**config.mk**
```make
export PLATFORM = sky130hd
export DESIGN_NAME = readout_drain
export DESIGN_NICKNAME = d
export VERILOG_FILES = /design/src/rtl/readout_pkg.sv /design/src/rtl/drain_fifo.sv /design/src/rtl/readout_drain.sv
export SDC_FILE = /design/constraint.sdc
export NUM_CORES = 2
export LEC_CHECK = 0
export ABC_AREA = 1
export BUFFER_PORTS_ARGS = -buffer_cell sky130_fd_sc_hd__buf_2
export CAP_MARGIN = 20
export CORE_MARGIN = 1
export CORE_UTILIZATION = 45
export CTS_CLUSTER_SIZE = 28
export DETAILED_ROUTE_END_ITERATION = 7
export HOLD_SLACK_MARGIN = 0.08
export SKIP_CTS_REPAIR_TIMING = 1
export SLEW_MARGIN = 15
export SYNTH_ARGS = -nofsm -noshare
export SYNTH_HDL_FRONTEND = slang
export SYNTH_HIERARCHICAL = 1
export SYNTH_SLANG_ARGS = --single-unit
export TNS_END_PERCENT = 30
```
**constraint.sdc**
```tcl
create_clock -name clk -period 31.4 [get_ports clk]
set_input_delay 6.28 -clock clk [delete_from_list [all_inputs] [get_ports clk]]
set_output_delay 6.28 -clock clk [all_outputs]
set_load 0.1 [all_outputs]
```
**src/rtl/readout_pkg.sv**
```systemverilog
// Shared types and defaults for the readout drain path: FSM states, row width and the
// default readout geometry.
package readout_pkg;

  localparam int unsigned COL         = 8;
  localparam int unsigned PSUM_BW     = 16;
  localparam int unsigned ROW_W       = COL * PSUM_BW;
  localparam int unsigned LEN_ONIJ    = 16;
  localparam int unsigned CAP_LAT_DEF = 1;

  typedef enum logic [2:0] {
    StIdle    = 3'd0,
    StKick    = 3'd1,
    StWait    = 3'd2,
    StCapture = 3'd3,
    StDrain   = 3'd4
  } state_e;

endpackage

```
**src/rtl/drain_fifo.sv**
```systemverilog
// Synchronous capture FIFO. A push into a full FIFO is accepted only when a pop happens in the
// same cycle; the pointers wrap naturally and the count is one bit wider than a pointer.
module drain_fifo #(
  parameter int unsigned width = 8,
  parameter int unsigned depth = 16
) (
  input  logic                   clk,
  input  logic                   reset,
  input  logic                   push,
  input  logic                   pop,
  input  logic [width-1:0]       din,
  output logic [width-1:0]       dout,
  output logic                   full,
  output logic                   empty,
  output logic [$clog2(depth):0] count
);

  localparam int unsigned PtrW = $clog2(depth);
  localparam logic [PtrW:0] DepthCnt = (PtrW+1)'(depth);

  logic [width-1:0] mem_q [depth];
  logic [PtrW-1:0]  wr_ptr_q, rd_ptr_q;
  logic [PtrW:0]    count_q;
  logic             wr_en, rd_en;

  assign full  = (count_q == DepthCnt);
  assign empty = (count_q == '0);
  assign rd_en = pop & ~empty;
  assign wr_en = push & (~full | rd_en);
  assign dout  = mem_q[rd_ptr_q];
  assign count = count_q;

  always_ff @(posedge clk or negedge reset) begin
    if (!reset) begin
      wr_ptr_q <= '0;
      rd_ptr_q <= '0;
      count_q  <= '0;
    end else begin
      if (wr_en) wr_ptr_q <= wr_ptr_q + PtrW'(1);
      if (rd_en) rd_ptr_q <= rd_ptr_q + PtrW'(1);
      if (wr_en & ~rd_en) begin
        count_q <= count_q + (PtrW+1)'(1);
      end else if (rd_en & ~wr_en) begin
        count_q <= count_q - (PtrW+1)'(1);
      end
    end
  end

  // Storage is not reset; the top gates the head row with empty.
  always_ff @(posedge clk) begin
    if (wr_en) mem_q[wr_ptr_q] <= din;
  end

endmodule

```
**src/rtl/readout_drain.sv**
```systemverilog
// Host-side readout reader: kicks the core, captures len_onij rows into a FIFO and streams them
// out over valid/ready. Define READOUT_RELU_EN to clamp negative lanes to zero before storage.
module readout_drain
  import readout_pkg::*;
#(
  parameter int unsigned col        = COL,
  parameter int unsigned psum_bw    = PSUM_BW,
  parameter int unsigned len_onij   = LEN_ONIJ,
  parameter int unsigned CAP_LAT    = CAP_LAT_DEF,
  parameter int unsigned FIFO_DEPTH = 16
) (
  input  logic                   clk,
  input  logic                   reset,
  input  logic                   start,
  output logic                   readout_start,
  input  logic [col*psum_bw-1:0] readout,
  output logic [col*psum_bw-1:0] out_data,
  output logic                   out_valid,
  input  logic                   out_ready,
  output logic                   out_last,
  output logic                   busy,
  output logic                   done,
  output logic                   overflow
);

  localparam int unsigned RowW    = col * psum_bw;
  localparam int unsigned RowCntW = (len_onij > 1) ? $clog2(len_onij) : 1;
  localparam int unsigned CntW    = $clog2(FIFO_DEPTH) + 1;
  localparam logic [RowCntW-1:0] LastRow = RowCntW'(len_onij - 1);
  localparam logic [2:0]         LatM1   = 3'(CAP_LAT - 1);

  state_e               state_q, state_d;
  logic [RowCntW-1:0]   row_q, row_d;
  logic [2:0]           wait_q, wait_d;
  logic                 overflow_q, overflow_d;
  logic                 done_q, done_d;

  logic                 push, pop, drop;
  logic                 fifo_full, fifo_empty;
  logic [CntW-1:0]      fifo_count;
  logic [RowW:0]        fifo_din, fifo_dout;
  logic [RowW-1:0]      row_in;

`ifdef READOUT_RELU_EN
  always_comb begin
    row_in = readout;
    for (int unsigned j = 0; j < col; j++) begin
      if (readout[psum_bw*j + psum_bw - 1]) row_in[psum_bw*j +: psum_bw] = '0;
    end
  end
`else
  assign row_in = readout;
`endif

  assign pop      = ~fifo_empty & out_ready;
  assign push     = (state_q == StCapture) & (~fifo_full | pop);
  // Dropped rows still advance the row counter so the capture window closes on time.
  assign drop     = (state_q == StCapture) & fifo_full & ~pop;
  assign fifo_din = {(row_q == LastRow), row_in};

  drain_fifo #(
    .width (RowW + 1),
    .depth (FIFO_DEPTH)
  ) u_fifo (
    .clk   (clk),
    .reset (reset),
    .push  (push),
    .pop   (pop),
    .din   (fifo_din),
    .dout  (fifo_dout),
    .full  (fifo_full),
    .empty (fifo_empty),
    .count (fifo_count)
  );

  always_comb begin
    state_d    = state_q;
    row_d      = row_q;
    wait_d     = wait_q;
    overflow_d = overflow_q | drop;
    case (state_q)
      StIdle: begin
        if (start) begin
          state_d    = StKick;
          overflow_d = 1'b0;
        end
      end
      StKick: begin
        row_d   = '0;
        wait_d  = 3'd1;
        state_d = (CAP_LAT == 1) ? StCapture : StWait;
      end
      StWait: begin
        if (wait_q == LatM1) begin
          state_d = StCapture;
        end else begin
          wait_d = wait_q + 3'd1;
        end
      end
      StCapture: begin
        if (row_q == LastRow) begin
          row_d   = '0;
          state_d = StDrain;
        end else begin
          row_d = row_q + RowCntW'(1);
        end
      end
      StDrain: begin
        if (fifo_empty) state_d = StIdle;
      end
      default: state_d = StIdle;
    endcase
  end

  // Covers both endings: the last-flagged pop, or the final pop after the last row was dropped.
  assign done_d = (state_q == StDrain) & pop & (fifo_count == CntW'(1));

  always_ff @(posedge clk or negedge reset) begin
    if (!reset) begin
      state_q    <= StIdle;
      row_q      <= '0;
      wait_q     <= '0;
      overflow_q <= 1'b0;
      done_q     <= 1'b0;
    end else begin
      state_q    <= state_d;
      row_q      <= row_d;
      wait_q     <= wait_d;
      overflow_q <= overflow_d;
      done_q     <= done_d;
    end
  end

  assign readout_start = (state_q == StKick);
  assign busy          = (state_q != StIdle);
  assign out_valid     = ~fifo_empty;
  assign out_data      = fifo_empty ? '0 : fifo_dout[RowW-1:0];
  assign out_last      = ~fifo_empty & fifo_dout[RowW];
  assign done          = done_q;
  assign overflow      = overflow_q;

endmodule

```
==> impl_metrics.tcl <==
set metrics [dict create \
    power_frac_comb_pct 42.5 \
    insertion_delay_ns 0.84 \
    p_leak_nw 40.6 \
    worstSetupPathType "flop to output port" \
    total_power_mw 9.95 \
    post-route-period-util_pct 38.9 \
    synth_fp_nets 8625 \
    slew_viol_final 0 \
    synthFlopType "edfxtp_1" \
    synth_edf_count 2064 \
    drive_gt1_share_pct 7.71 \
    start_util_pct 45.3 \
    drt_iter0_drc 5150 \
    num_vias 57771 \
    yosysSeqAreaShare_pct 70.9 \
    p_sw_mw 4.53 \
    core_area_um2 195000 \
    grt_pass1_wl_mm 346 \
    status "completed" \
    crit_path_end_kind "output port" \
    globalRouteOverflowTotal 0 \
    root_buffer "clkbuf_16" \
    rsz0062_at_grt "no" \
    final_antenna_net_count 0 \
    start_kind "flop" \
    cts_buffers 209 \
    hpwl_mm 110 \
    crit_path_max_fanout 90 \
    vias_per_cell 5.05 \
    die_width_um 445 \
    ir_worst_vdd_v 0.000142 \
    clkPwrFrac_pct 24.3 \
    relSlewSlack_pct 21.4 \
    fmax_mhz 81.8 \
    drv_cap 0 \
    skew_ns 0.0425 \
    yosysWarnings 6 \
    whs_path_depth 1 \
    grt_use_total_pct 23.3 \
    yosysTopAreaCellShare_pct 70.2 \
    rows 162 \
    reg2reg_from "u_fifo/count[0]" \
    clock_sinks 2089 \
    drc 0 \
    tightestPinTransition_ns 1.18 \
    final_util_pct 50.5 \
    p_sw_share_pct 45.5 \
    rrSetupSlack_ns 25.58 \
    grt_max_degree 209 \
    rr_worst_depth 14 \
    yosys-top-cells-area "edfxtp_1 70%, nand2_1 14%, nand3_1 4.5%" \
    placement.io_buffers 265 \
    synth-seq-cells 2089 \
    die_area_um2 198000 \
    path_clk_slew_ns 0.06 \
    routedWlPerCell_um 20.2 \
    syn_area_um2 88300 \
    ys_types 28 \
    min_delay_worst_endpoint "wait_q[0]" \
    intPower_mw 5.42 \
    io_pins 266 \
    place_congestion 0.772 \
    finalHoldViolCount 0 \
    cp.arrival_ns 5.94 \
    first_pass_iters 6 \
    synth_top_cell_by_area "edfxtp_1" \
    dieHeight_um 445 \
    htree_levels 4 \
    syn_inst 8480 \
    routed_wl_mm 232 \
    nNetsFinal 8776 \
    ys_async_sr_fraction_pct 1.20 \
    min_period_ns 12.22 \
    grt_pass1_vias 54722 \
    syn_to_final_growth_pct 11.6 \
    cts_tree "yes" \
    worst_r2r_endpoint "u_fifo/mem_q[1][54]" \
    grt_antenna_before_repair 50 \
    critPathRequiredTime_ns 25.12 \
    setup_tns_ns 0 \
    synth_area_per_cell_um2 10.4 \
    min_from "wait_q[0]" \
    setup_violations 0 \
    clock_path_buffers 3 \
    powerDensity_nw_per_um2 101 \
    seq_power_share_pct 33.2 \
    hold_path.class "flop to flop" \
]
-- critical path, stage by stage (launching register included) --
cell and delay (ns):
dfrtp_4 0.78, buf_4 0.78, buf_4 0.63, buf_4 0.85
buf_4 0.78, nand2_1 0.10, nand2_1 0.10, nand2_1 0.05
nand3_1 0.10, nand2_1 0.06, nand2_1 0.06, inv_1 0.04
nor2_1 0.15, buf_2 0.47
-- how the worst max path moves through the flow --
stage	from	to	slack, ns	depth (start not counted)
global placement	u_fifo/rd_ptr_q[0]	out_data[53]	20.08	13
detailed placement	u_fifo/rd_ptr_q[0]	out_data[61]	20.10	13
floorplan	out_ready	u_fifo/mem_q[0][0]	14.98	7
global route	u_fifo/rd_ptr_q[0]	out_data[52]	18.79	13
CTS	u_fifo/rd_ptr_q[0]	out_data[61]	19.15	13
finish	u_fifo/rd_ptr_q[0]	out_data[53]	19.18	13
-- per-stage QoR --
step	worst slack (ns)	hold WS, ns	cell area, um^2	cells
3_3_place_gp	20.08	0.481	91900	11044
2_1_floorplan	14.98	0.472	88300	8480
4_1_cts	19.15	0.517	98500	11423
3_5_place_dp	20.10	0.503	91900	11044
5_1_grt	18.79	0.542	98500	11429
6_report	19.18	0.514	98500	11440
-- synthesized netlist by cell type (all sizes together), types with 3 or more instances --
cell type  number
inv           912
nand4           3
nor3           17
nor2          919
edfxtp       2064
nand2        3292
xor2            3
a21oi           3
dfrtp          25
o21ai          11
clkbuf         85
nand3         794
buf           333
ha             12
xnor2           3
-- registers in the layout (all words and copies together), names as in the netlist --
signal           count
overflow             1
done                 1
state_q              3
wait_q               3
row_q                4
u_fifo/wr_ptr_q      4
u_fifo/count         5
u_fifo/mem_q      2064
u_fifo/rd_ptr_q      4
-- cell usage in the layout, fill, tap and decap left out, types with 13 or more instances in the layout --
cell,synthesis,routed
nand2_1,3288,3288
edfxtp_1,2064,2064
nor2_1,915,915
inv_1,908,906
nand3_1,793,793
buf_2,281,265
clkbuf_16,0,215
buf_4,29,80
clkinv_1,0,49
clkbuf_1,85,46
clkinv_2,0,39
dfrtp_1,25,22
diode_2,0,17
bufinv_16,0,16
nor3_2,0,16
buf_12,0,13
-- area by class of cell --
cell class	count	area [um^2]
Timing Repair Buffer	358	2190
Tap cell	2624	3280
Multi-Input combinational cell	5061	20300
Fill cell	17344	96500
Inverter	912	3470
Sequential cell	2089	62600
Clock inverter	116	1020
Clock buffer	263	5580
Antenna cell	17	42.5
-- power groups by stage --
stage / Combinational [mW] / Sequential (mW) / Clock (mW)
floorplan: 3.26 / 3.36 / 0
global placement: 4.23 / 3.35 / 0
detailed placement: 4.25 / 3.36 / 0
global route: 4.59 / 3.31 / 2.57
finish: 4.23 / 3.30 / 2.42
CTS: 4.26 / 3.30 / 2.47
-- routing by layer --
layer / vias up / track usage, % / wire [um]
li1: 27625 / - / -
met1: 28051 / 31.9 / 101000
met2: 1709 / 38.5 / 111000
met3: 364 / 3.47 / 14300
met4: 22 / 6.78 / 5810
met5: - / 0 / 131
-- logic make-up after synthesis --
kind of cell / after synthesis / share of synthesized area (%)
simple gates: 5027 / 22.6
flops: 2089 / 70.9
buf+inv: 1330 / 6.18
compound gates: 15 / 0.0907
fa+ha+maj: 13 / 0.193
xor+xnor: 6 / 0.0595
No activity file was read; power rests on OpenSTA's default activity.
